[config.mk]
export PLATFORM = sky130hd
export DESIGN_NAME = uart_tx_arbiter
export DESIGN_NICKNAME = d
export VERILOG_FILES = /design/src/rtl/uart_arb_pkg.sv /design/src/rtl/uart_tx_arbiter_rr_select.sv /design/src/rtl/uart_tx_arbiter.sv
export SDC_FILE = /design/constraint.sdc
export NUM_CORES = 1
export LEC_CHECK = 0
export ABC_AREA = 1
export ABC_CLOCK_PERIOD_IN_PS = 2590
export CORE_MARGIN = 5
export CORE_UTILIZATION = 44
export DETAILED_ROUTE_END_ITERATION = 12
export PLACE_DENSITY = 0.95
export SETUP_SLACK_MARGIN = 0.3
export SKIP_LAST_GASP = 1
export SYNTH_ARGS = -nofsm -noshare
export SYNTH_HDL_FRONTEND = slang
export SYNTH_SLANG_ARGS = --single-unit
[constraint.sdc]
create_clock -name clk -period 2.59 [get_ports clk]
set_input_delay 0.777 -clock clk [delete_from_list [all_inputs] [get_ports clk]]
set_output_delay 0.777 -clock clk [all_outputs]
set_load 0.1 [all_outputs]
[src/rtl/uart_arb_pkg.sv]
// Shared definitions for the UART transmit arbiter.
//   BYTE_W      width of one transmitted byte
//   arb_state_t arbiter FSM states
//   width_for   bits needed to hold a count 0..max_val (at least 1)
//   idx_width   bits needed to index n items (at least 1)
package uart_arb_pkg;

  localparam int BYTE_W = 8;

  typedef enum logic [1:0] {
    ST_IDLE  = 2'd0,
    ST_ISSUE = 2'd1,
    ST_GAP   = 2'd2
  } arb_state_t;

  function automatic int width_for(input int max_val);
    return (max_val < 1) ? 1 : $clog2(max_val + 1);
  endfunction

  function automatic int idx_width(input int n);
    return (n < 2) ? 1 : $clog2(n);
  endfunction

endpackage

[src/rtl/uart_tx_arbiter_rr_select.sv]
// rr_select: combinational rotate-priority picker.
//   req   in  N      request vector
//   last  in  IW     index of the previously granted requester
//   grant out IW     first requester after 'last' in circular order
//   any   out 1      at least one request is present
// The previous winner is checked last, which gives it lowest priority.
module rr_select
  import uart_arb_pkg::*;
#(
  parameter int N = 4
) (
  input  logic [N-1:0]            req,
  input  logic [idx_width(N)-1:0] last,
  output logic [idx_width(N)-1:0] grant,
  output logic                    any
);

  localparam int IW = idx_width(N);

  // cand[gi] is the requester at circular distance gi+1 from 'last'.
  logic [IW-1:0] cand [N];

  genvar gi;
  for (gi = 0; gi < N; gi++) begin : g_cand
    logic [IW:0] sum;
    // last < N, so sum < 2N: one conditional subtraction is a full modulo.
    assign sum = {1'b0, last} + (IW+1)'(gi + 1);
    assign cand[gi] = (sum >= (IW+1)'(N)) ? IW'(sum - (IW+1)'(N)) : sum[IW-1:0];
  end

  always_comb begin
    grant = last;
    any   = 1'b0;
    // Walk from the farthest candidate inwards so the nearest one wins.
    for (int k = N - 1; k >= 0; k--) begin
      if (req[cand[k]]) begin
        grant = cand[k];
        any   = 1'b1;
      end
    end
  end

endmodule

[src/rtl/uart_tx_arbiter.sv]
// uart_tx_arbiter: shares one byte-wide UART transmitter among N_SRC producers.
// A source is granted round-robin and keeps the grant until FRAME_BYTES bytes
// have been issued. Each byte is followed by one dead cycle so the UART has
// time to drop uart_ready before the next byte is considered.
// Optional feature macro: ARB_TIMEOUT_EN - aborts a frame whose source stalls
// mid-frame for TIMEOUT_CYC cycles.
// Ports:
//   clk          system clock
//   reset_n      synchronous active-low reset
//   src_valid    per-source byte available
//   src_data     per-source bytes, source 0 in the LSBs
//   src_ack      one-cycle pulse, byte of that source consumed
//   uart_ready   UART transmitter idle (level)
//   tx_data      byte to the UART, valid with tx_start
//   tx_start     one-cycle load pulse to the UART
//   grant_id     current / last granted source
//   busy         a frame is locked
//   frame_abort  one-cycle pulse on stall timeout (0 without ARB_TIMEOUT_EN)
module uart_tx_arbiter
  import uart_arb_pkg::*;
#(
  parameter int N_SRC       = 4,
  parameter int FRAME_BYTES = 2,
  parameter int TIMEOUT_CYC = 1024
) (
  input  logic                       clk,
  input  logic                       reset_n,
  input  logic [N_SRC-1:0]           src_valid,
  input  logic [BYTE_W*N_SRC-1:0]    src_data,
  output logic [N_SRC-1:0]           src_ack,
  input  logic                       uart_ready,
  output logic [BYTE_W-1:0]          tx_data,
  output logic                       tx_start,
  output logic [$clog2(N_SRC)-1:0]   grant_id,
  output logic                       busy,
  output logic                       frame_abort
);

  localparam int IDX_W = $clog2(N_SRC);
  localparam int CNT_W = width_for(FRAME_BYTES);
  localparam logic [CNT_W-1:0] FRAME_CNT = CNT_W'(FRAME_BYTES);
  localparam logic [IDX_W-1:0] LAST_IDX  = IDX_W'(N_SRC - 1);

  arb_state_t         state_q, state_d;
  logic [IDX_W-1:0]   grant_id_q, grant_id_d;
  logic               busy_q, busy_d;
  logic [CNT_W-1:0]   byte_cnt_q, byte_cnt_d;
  logic               tx_start_q, tx_start_d;
  logic [BYTE_W-1:0]  tx_data_q, tx_data_d;
  logic [N_SRC-1:0]   src_ack_q, src_ack_d;

`ifdef ARB_TIMEOUT_EN
  localparam int STALL_W = width_for(TIMEOUT_CYC);
  localparam logic [STALL_W-1:0] STALL_LAST = STALL_W'(TIMEOUT_CYC - 1);
  logic [STALL_W-1:0] stall_cnt_q, stall_cnt_d;
  logic               frame_abort_q, frame_abort_d;
`endif

  // Byte lanes of the packed input bus.
  logic [BYTE_W-1:0] src_byte [N_SRC];
  genvar gi;
  for (gi = 0; gi < N_SRC; gi++) begin : g_lane
    assign src_byte[gi] = src_data[gi*BYTE_W +: BYTE_W];
  end

  logic [BYTE_W-1:0] cur_byte;
  logic              cur_valid;
  assign cur_byte  = src_byte[grant_id_q];
  assign cur_valid = src_valid[grant_id_q];

  logic [IDX_W-1:0] sel_grant;
  logic             sel_any;

  rr_select #(.N(N_SRC)) u_rr_select (
    .req   (src_valid),
    .last  (grant_id_q),
    .grant (sel_grant),
    .any   (sel_any)
  );

  always_comb begin
    state_d    = state_q;
    grant_id_d = grant_id_q;
    busy_d     = busy_q;
    byte_cnt_d = byte_cnt_q;
    tx_start_d = 1'b0;
    tx_data_d  = tx_data_q;
    src_ack_d  = '0;
`ifdef ARB_TIMEOUT_EN
    stall_cnt_d   = stall_cnt_q;
    frame_abort_d = 1'b0;
`endif
    unique case (state_q)
      ST_IDLE: begin
        if (sel_any) begin
          grant_id_d = sel_grant;
          busy_d     = 1'b1;
          state_d    = ST_ISSUE;
        end
      end
      ST_ISSUE: begin
        if (uart_ready && cur_valid) begin
          tx_start_d            = 1'b1;
          tx_data_d             = cur_byte;
          src_ack_d[grant_id_q] = 1'b1;
          byte_cnt_d            = byte_cnt_q + CNT_W'(1);
          state_d               = ST_GAP;
`ifdef ARB_TIMEOUT_EN
          stall_cnt_d = '0;
        end else if (!cur_valid && (byte_cnt_q != '0)) begin
          // Only a source that went quiet mid-frame can time out; a
          // busy UART never triggers an abort.
          if (stall_cnt_q == STALL_LAST) begin
            frame_abort_d = 1'b1;
            stall_cnt_d   = '0;
            byte_cnt_d    = '0;
            busy_d        = 1'b0;
            state_d       = ST_IDLE;
          end else begin
            stall_cnt_d = stall_cnt_q + STALL_W'(1);
          end
`endif
        end
      end
      ST_GAP: begin
        if (byte_cnt_q == FRAME_CNT) begin
          byte_cnt_d = '0;
          busy_d     = 1'b0;
          state_d    = ST_IDLE;
        end else begin
          state_d = ST_ISSUE;
        end
      end
      default: state_d = ST_IDLE;
    endcase
  end

  always_ff @(posedge clk) begin
    if (!reset_n) begin
      state_q    <= ST_IDLE;
      grant_id_q <= LAST_IDX;
      busy_q     <= 1'b0;
      byte_cnt_q <= '0;
      tx_start_q <= 1'b0;
      tx_data_q  <= '0;
      src_ack_q  <= '0;
`ifdef ARB_TIMEOUT_EN
      stall_cnt_q   <= '0;
      frame_abort_q <= 1'b0;
`endif
    end else begin
      state_q    <= state_d;
      grant_id_q <= grant_id_d;
      busy_q     <= busy_d;
      byte_cnt_q <= byte_cnt_d;
      tx_start_q <= tx_start_d;
      tx_data_q  <= tx_data_d;
      src_ack_q  <= src_ack_d;
`ifdef ARB_TIMEOUT_EN
      stall_cnt_q   <= stall_cnt_d;
      frame_abort_q <= frame_abort_d;
`endif
    end
  end

  assign src_ack  = src_ack_q;
  assign tx_start = tx_start_q;
  assign tx_data  = tx_data_q;
  assign grant_id = grant_id_q;
  assign busy     = busy_q;

`ifdef ARB_TIMEOUT_EN
  assign frame_abort = frame_abort_q;
`else
  assign frame_abort = 1'b0;
  // Keeps the timeout parameter referenced when the abort path is compiled out.
  logic [31:0] unused_timeout;
  assign unused_timeout = TIMEOUT_CYC;
`endif

endmodule
After elaboration in Yosys (flattened, before gate mapping)
Cells that the tools add are included.
{ "classes": {"n_eq_ne": 6, "addsub": 9, "n_lt_le_gt_ge": 11, "n_mux": 38, "n_reduce_logical": 13, "bitwise_logic": 1} }
{ "ops": {"columns": ["op", "count"], "rows": [
  ["$mux 2", 12],
  ["$bmux 8 s2", 1],
  ["$mux 8", 2],
  ["$ge 3x3->1 const B", 5],
  ["$lt 2x3->1 const B", 5],
  ["$mux 1", 14],
  ["$reduce_and 3->1", 4],
  ["$bmux 1 s2", 5],
  ["$sub 2x1->2 const B", 4],
  ["$add 2x2->3 const B", 2],
  ["$ne 2x2->1 const B", 3],
  ["$pmux 2 s3", 1],
  ["$reduce_and 2->1", 3],
  ["$eq 2x2->1 const B", 2],
  ["$pmux 2 s2", 1],
  ["$reduce_bool 2->1", 2],
  ["$reduce_bool 4->1", 1],
  ["$add 2x1->3 const B", 1],
  ["$add 2x3->3 const B", 1],
  ["$not 2->3", 1],
  ["$add 2x1->2 const B", 1],
  ["$demux 1 s2", 1],
  ["$eq 2x1->1 const B", 1],
  ["$ge 2x1->1 const B", 1],
  ["3 further kinds", 4]
]} }
{ "totals": {"register_bits": 20, "wordCells": 85} }

Longest topological paths before layout
{ "depth": {"word_depth": 11, "depth_mapped": 9} }

Cells and area by module
Synthesis repeated with hierarchy kept, for this count alone.
{ "hier_totals": {"cells_unflattened": 208, "area_unflattened_um2": 1282.5} }
{ "modules_own_cells": {"columns": ["module", "seq_area_each_um2", "cells_each", "instances", "area_per_inst_um2"], "rows": [
  ["uart_tx_arbiter", 400.4, 161, 1, 1041.0],
  ["rr_select", 0.0, 47, 1, 241.5]
]} }

Worst setup path before layout
No wires, ideal clock.
{ "synth_path": {"path_kind": "reg-to-reg", "start": "reg grant_id_q[1], in the netlist grant_id[1]", "end": "reg grant_id_q[0], in the netlist grant_id[0]", "required_time_ps": 2462, "stages_incl_launch_ff": 10, "setup_slack_ps": 364, "synth_period_minus_slack_ps": 2226, "n_path_buf": 1, "t_arrival_ps": 2098, "path_cell_list": "dfxtp_1 > inv_1 > clkbuf_1 > ha_1 > inv_1 > nand2_1 > nand3_1 > nand2_1 > nand2_1 > nand3_1"} }
{ "synth_via": {"elab_chain_cells": 10, "word_cells_on_any_way": 34, "classes_between": "add/sub: 8; order compare: 4; mux: 20; reduce/logical: 2"} }
{ "synth_lines": {"columns": ["element", "line", "text"], "rows": [
  ["from (decl)", "uart_tx_arbiter.sv:45", "logic [IDX_W-1:0] grant_id_q, grant_id_d;"],
  ["from (signal assigned)", "uart_tx_arbiter.sv:153", "grant_id_q <= grant_id_d;"],
  ["$add 2x3->3", "uart_tx_arbiter_rr_select.sv:27", "assign sum = {1'b0, last} + (IW+1)'(gi + 1);"],
  ["$ge 3x3->1 or $sub 2x1->2 (tied branches)", "uart_tx_arbiter_rr_select.sv:28", "assign cand[gi] = (sum >= (IW+1)'(N)) ? IW'(sum - (IW+1)'(N)) : sum[IW-1:0];"],
  ["$mux 2", "uart_tx_arbiter_rr_select.sv:28", null],
  ["$bmux 1 s2", "uart_tx_arbiter_rr_select.sv:36", "if (req[cand[k]]) begin"],
  ["$mux 1 (implied by the code)", "uart_tx_arbiter_rr_select.sv:36", null],
  ["$mux 1 (4 in series)", "uart_tx_arbiter_rr_select.sv:36", null],
  ["$reduce_and 3->1 (no line)", null, null]
]} }
Parallel ways exist; a longest one is shown, timed or not. The select of a mux whose other input is x is not followed.
A chain may end at the register's enable or synchronous reset.

Final worst setup path
{ "layout_path": {"start": "in src_valid[0]", "end": "reg tx_data_q[7], in the netlist tx_data[7]"} }
{ "layout_via": {"elab_chain_cells": 4} }
{ "layout_lines": {"columns": ["element", "line", "text"], "rows": [
  ["from (decl)", "uart_tx_arbiter.sv:28", "input logic [N_SRC-1:0] src_valid,"],
  ["$bmux 1 s2", "uart_tx_arbiter.sv:69", "assign cur_valid = src_valid[grant_id_q];"],
  ["$mux 1 (implied by the code)", "uart_tx_arbiter.sv:69", null],
  ["$logic_and 1x1->1", "uart_tx_arbiter.sv:102", "if (uart_ready && cur_valid) begin"],
  ["$reduce_and 2->1 (no line)", null, null],
  ["to (signal assigned)", "uart_tx_arbiter.sv:157", "tx_data_q <= tx_data_d;"],
  ["to (decl)", "uart_tx_arbiter.sv:49", "logic [BYTE_W-1:0] tx_data_q, tx_data_d;"]
]} }
No other way between the ends. The select of a mux whose other input is x is not followed.

==> impl_metrics.tcl <==
set metrics [dict create \
    critPathTopFamily "simple AND/OR/NAND/NOR gates" \
    critical_path_peak_fanout 16 \
    yosysWarnings 0 \
    fin_skew_ps 5.334 \
    hp-start "byte_cnt_q[0]$_SDFFE_PN0P_" \
    coreArea_um2 2734 \
    routed_wl_mm 3.328 \
    status "finished clean" \
    worstPathRequired_ps 2780 \
    drive_above_1_share_pct 13.87 \
    min_to "byte_cnt_q[0]$_SDFFE_PN0P_" \
    powerDensity_nw_per_um2 999.5 \
    antenna_found_initial 0 \
    cts_root_buffer "clkbuf_4" \
    finalSetupViolCount 0 \
    hold_path.class "flip-flop to flip-flop" \
    numPortBuffers 54 \
    arrival_ps 2160 \
    cp-end-kind "flip-flop" \
    pin_count 56 \
    worstReg2RegEnd "tx_data[7]$_SDFFE_PN0P_" \
    cp_cell_sequence "clkdlybuf4s50_1, inv_1, nand2_1, nand3_2, nand2_4, nand3_4, o21ai_0, nor2_1" \
    fin_cells 269 \
    ir_worst_vdd_mv 0.7513 \
    finalInstanceArea_um2 1818 \
    p_clk_share_pct 9.7 \
    setup_tns_ps 0 \
    drtIter0Drc 46 \
    clock_latency_ps 290 \
    worst-path-buf-inv 2 \
    startpoint_type "input port" \
    grt_pass1_wl_mm 5.692 \
    hold_viol 0 \
    ant_nets 0 \
    reg2reg_from "grant_id[0]$_SDFFE_PN1P_" \
    rsz0062_at_grt "no" \
    clockBufferDepth 2 \
    maxCapViolCount 0 \
    ys_ff_latch 20 \
    total_power_uw 1817 \
    leakagePower_uw 0.0008192 \
    cts_setup_buffers 0 \
    ys_seq_area_share_pct 32.19 \
    reg2reg_depth 7 \
    start_util_pct 45.49 \
    clkTransAtPathRegs_ps 100 \
    avgSynthCellArea_um2 6.651 \
    gp_congestion 0.8735 \
    switching_share_pct 53.48 \
    slew_violations 0 \
    first_pass_iters 4 \
    cts_made_buffers 3 \
    synth_cell_types 24 \
    grt_pass1_vias 1340 \
    grt_max_degree 25 \
    slowest_stage "clkdlybuf4s50_1" \
    num_antenna_cells 0 \
    ctsResizeCount 0 \
    htreeDepth 1 \
    switchingPower_uw 971.9 \
    drc_errors 0 \
    num_rows 19 \
    gr-usage-all-layers_pct 17.00 \
    worst_slack_ps 622.1 \
    fp.dieW_um 63.17 \
    r2r_setup_slack_ps 660 \
    die-area_um2 3990 \
    layout_min_cycle_time_ps 1968 \
    worstSetupPathType "input port to flip-flop" \
    die_h_um 63.17 \
    cts_hold_buf 0 \
    place_area_um2 1782 \
    overflow 0 \
    clock.fmax_ghz 0.5082 \
    cp_slowest_stage_delay_ps 480 \
    fin_crit_sh_pct 75.98 \
    hold_depth 1 \
    postSynthCellCount 187 \
    syn_area_um2 1244 \
    dp.cells 265 \
    p_seq_share_pct 23.1 \
    areaGrowthSynthToFinish_pct 46.18 \
    cts.sinks 20 \
    viasPerCell 5.234 \
    cts_tree "built" \
    dp_slack_ps 318.9 \
    p_int_uw 845.3 \
    wl_per_cell_um 12.37 \
    syn_nets 231 \
    combPwrFrac_pct 67.1 \
    num_vias 1408 \
    fin_nets 283 \
    dp_hpwl_mm 2.667 \
]
## Yosys cell counts
cell type	count	area, um2
nand2_1	34	127.6
clkbuf_1	5	18.77
o21ai_0	22	110.1
o21ai_1	4	20.02
buf_2	3	15.01
buf_6	1	11.26
nor2_1	35	131.4
buf_4	1	7.510
ha_1	5	62.56
o22ai_1	8	50.05
nand4_1	1	6.260
a21oi_1	3	15.01
buf_1	1	3.750
nand3_1	11	55.05
dfxtp_1	20	400.4
a31oi_1	8	50.05
nand3_2	1	10.01
inv_1	15	56.30
nand2_4	1	11.26
or2_2	1	6.260
nor3b_2	4	50.05
inv_2	1	3.750
nand3_4	1	17.52
conb_1	1	3.750
## worst max path at each step
stage                            endpoint  slack (ps)                      from  cells past startpoint
2_1_floorplan    grant_id[0]$_SDFFE_PN1P_         360  grant_id[1]$_SDFFE_PN1P_                      9
3_3_place_gp      tx_data[0]$_SDFFE_PN0P_         370              src_valid[3]                      8
3_5_place_dp      tx_data[0]$_SDFFE_PN0P_         320              src_valid[0]                      8
4_1_cts           tx_data[7]$_SDFFE_PN0P_         640              src_valid[2]                      8
5_1_grt        byte_cnt_q[1]$_SDFFE_PN0P_         460  grant_id[0]$_SDFFE_PN1P_                      8
6_report          tx_data[7]$_SDFFE_PN0P_         620              src_valid[0]                      8
## stage by stage
step	hold slack [ps]	util (%)
2_1_floorplan	402.7	-
6_report	436.9	66.50
3_3_place_gp	411.3	65.17
3_5_place_dp	421.3	65.17
5_1_grt	458.7	66.50
4_1_cts	436.8	66.50
## cell type report
cell class / count / area [um2]
fillers: 228 / 915.9
multi-input cells: 140 / 726.9
repair buffers: 58 / 555.5
flip-flops and latches: 20 / 400.4
inverters: 16 / 60.06
well taps: 31 / 38.79
clock buffers: 4 / 36.28
## cell usage in the layout (no fill, tap or decap)
cell type / count
nor2_1: 35
ha_1: 5
buf_4: 18
clkbuf_4: 3
nand2_4: 1
o21ai_0: 22
nand3_4: 1
nor3b_2: 4
o22ai_1: 8
conb_1: 1
a31oi_1: 8
nand3_1: 11
clkbuf_8: 1
nand2_1: 34
o21ai_1: 4
dfxtp_1: 20
buf_12: 2
a21oi_1: 3
nand3_2: 1
inv_2: 1
or2_2: 1
nand4_1: 1
inv_1: 15
clkdlybuf4s50_1: 38
## cells by family after synthesis
kind of cell | synth area share, %
AOI/OAI and AO/OA | 19.72
adders and majority gates | 5.030
buffers and inverters | 9.355
DFF | 32.19
other | 0.3015
and+or+nand+nor | 33.40
## power groups by stage
stage | registers, uW | logic (uW) | clock network (uW)
floorplan | 743 | 593 | 0
global placement | 426 | 1190 | 0
detailed placement | 426 | 1220 | 0
CTS | 420 | 1220 | 180
global route | 431 | 1340 | 196
finish | 420 | 1220 | 177
## registers in the layout (all words and copies together), names as in the netlist
| signal | cells |
|---|---|
| byte_cnt_q | 2 |
| src_ack | 4 |
| state_q | 2 |
| busy | 1 |
| grant_id | 2 |
| tx_start | 1 |
| tx_data | 8 |
## metal layers
metal  vias up  wire [um]  track usage (%)
met5         -          0                0
met4         0         34            5.570
met3         6        281            4.796
met2        53       1728            30.64
met1       627       1283            18.91
li1        722          -                -
No activity file was read; power rests on OpenSTA's default activity.
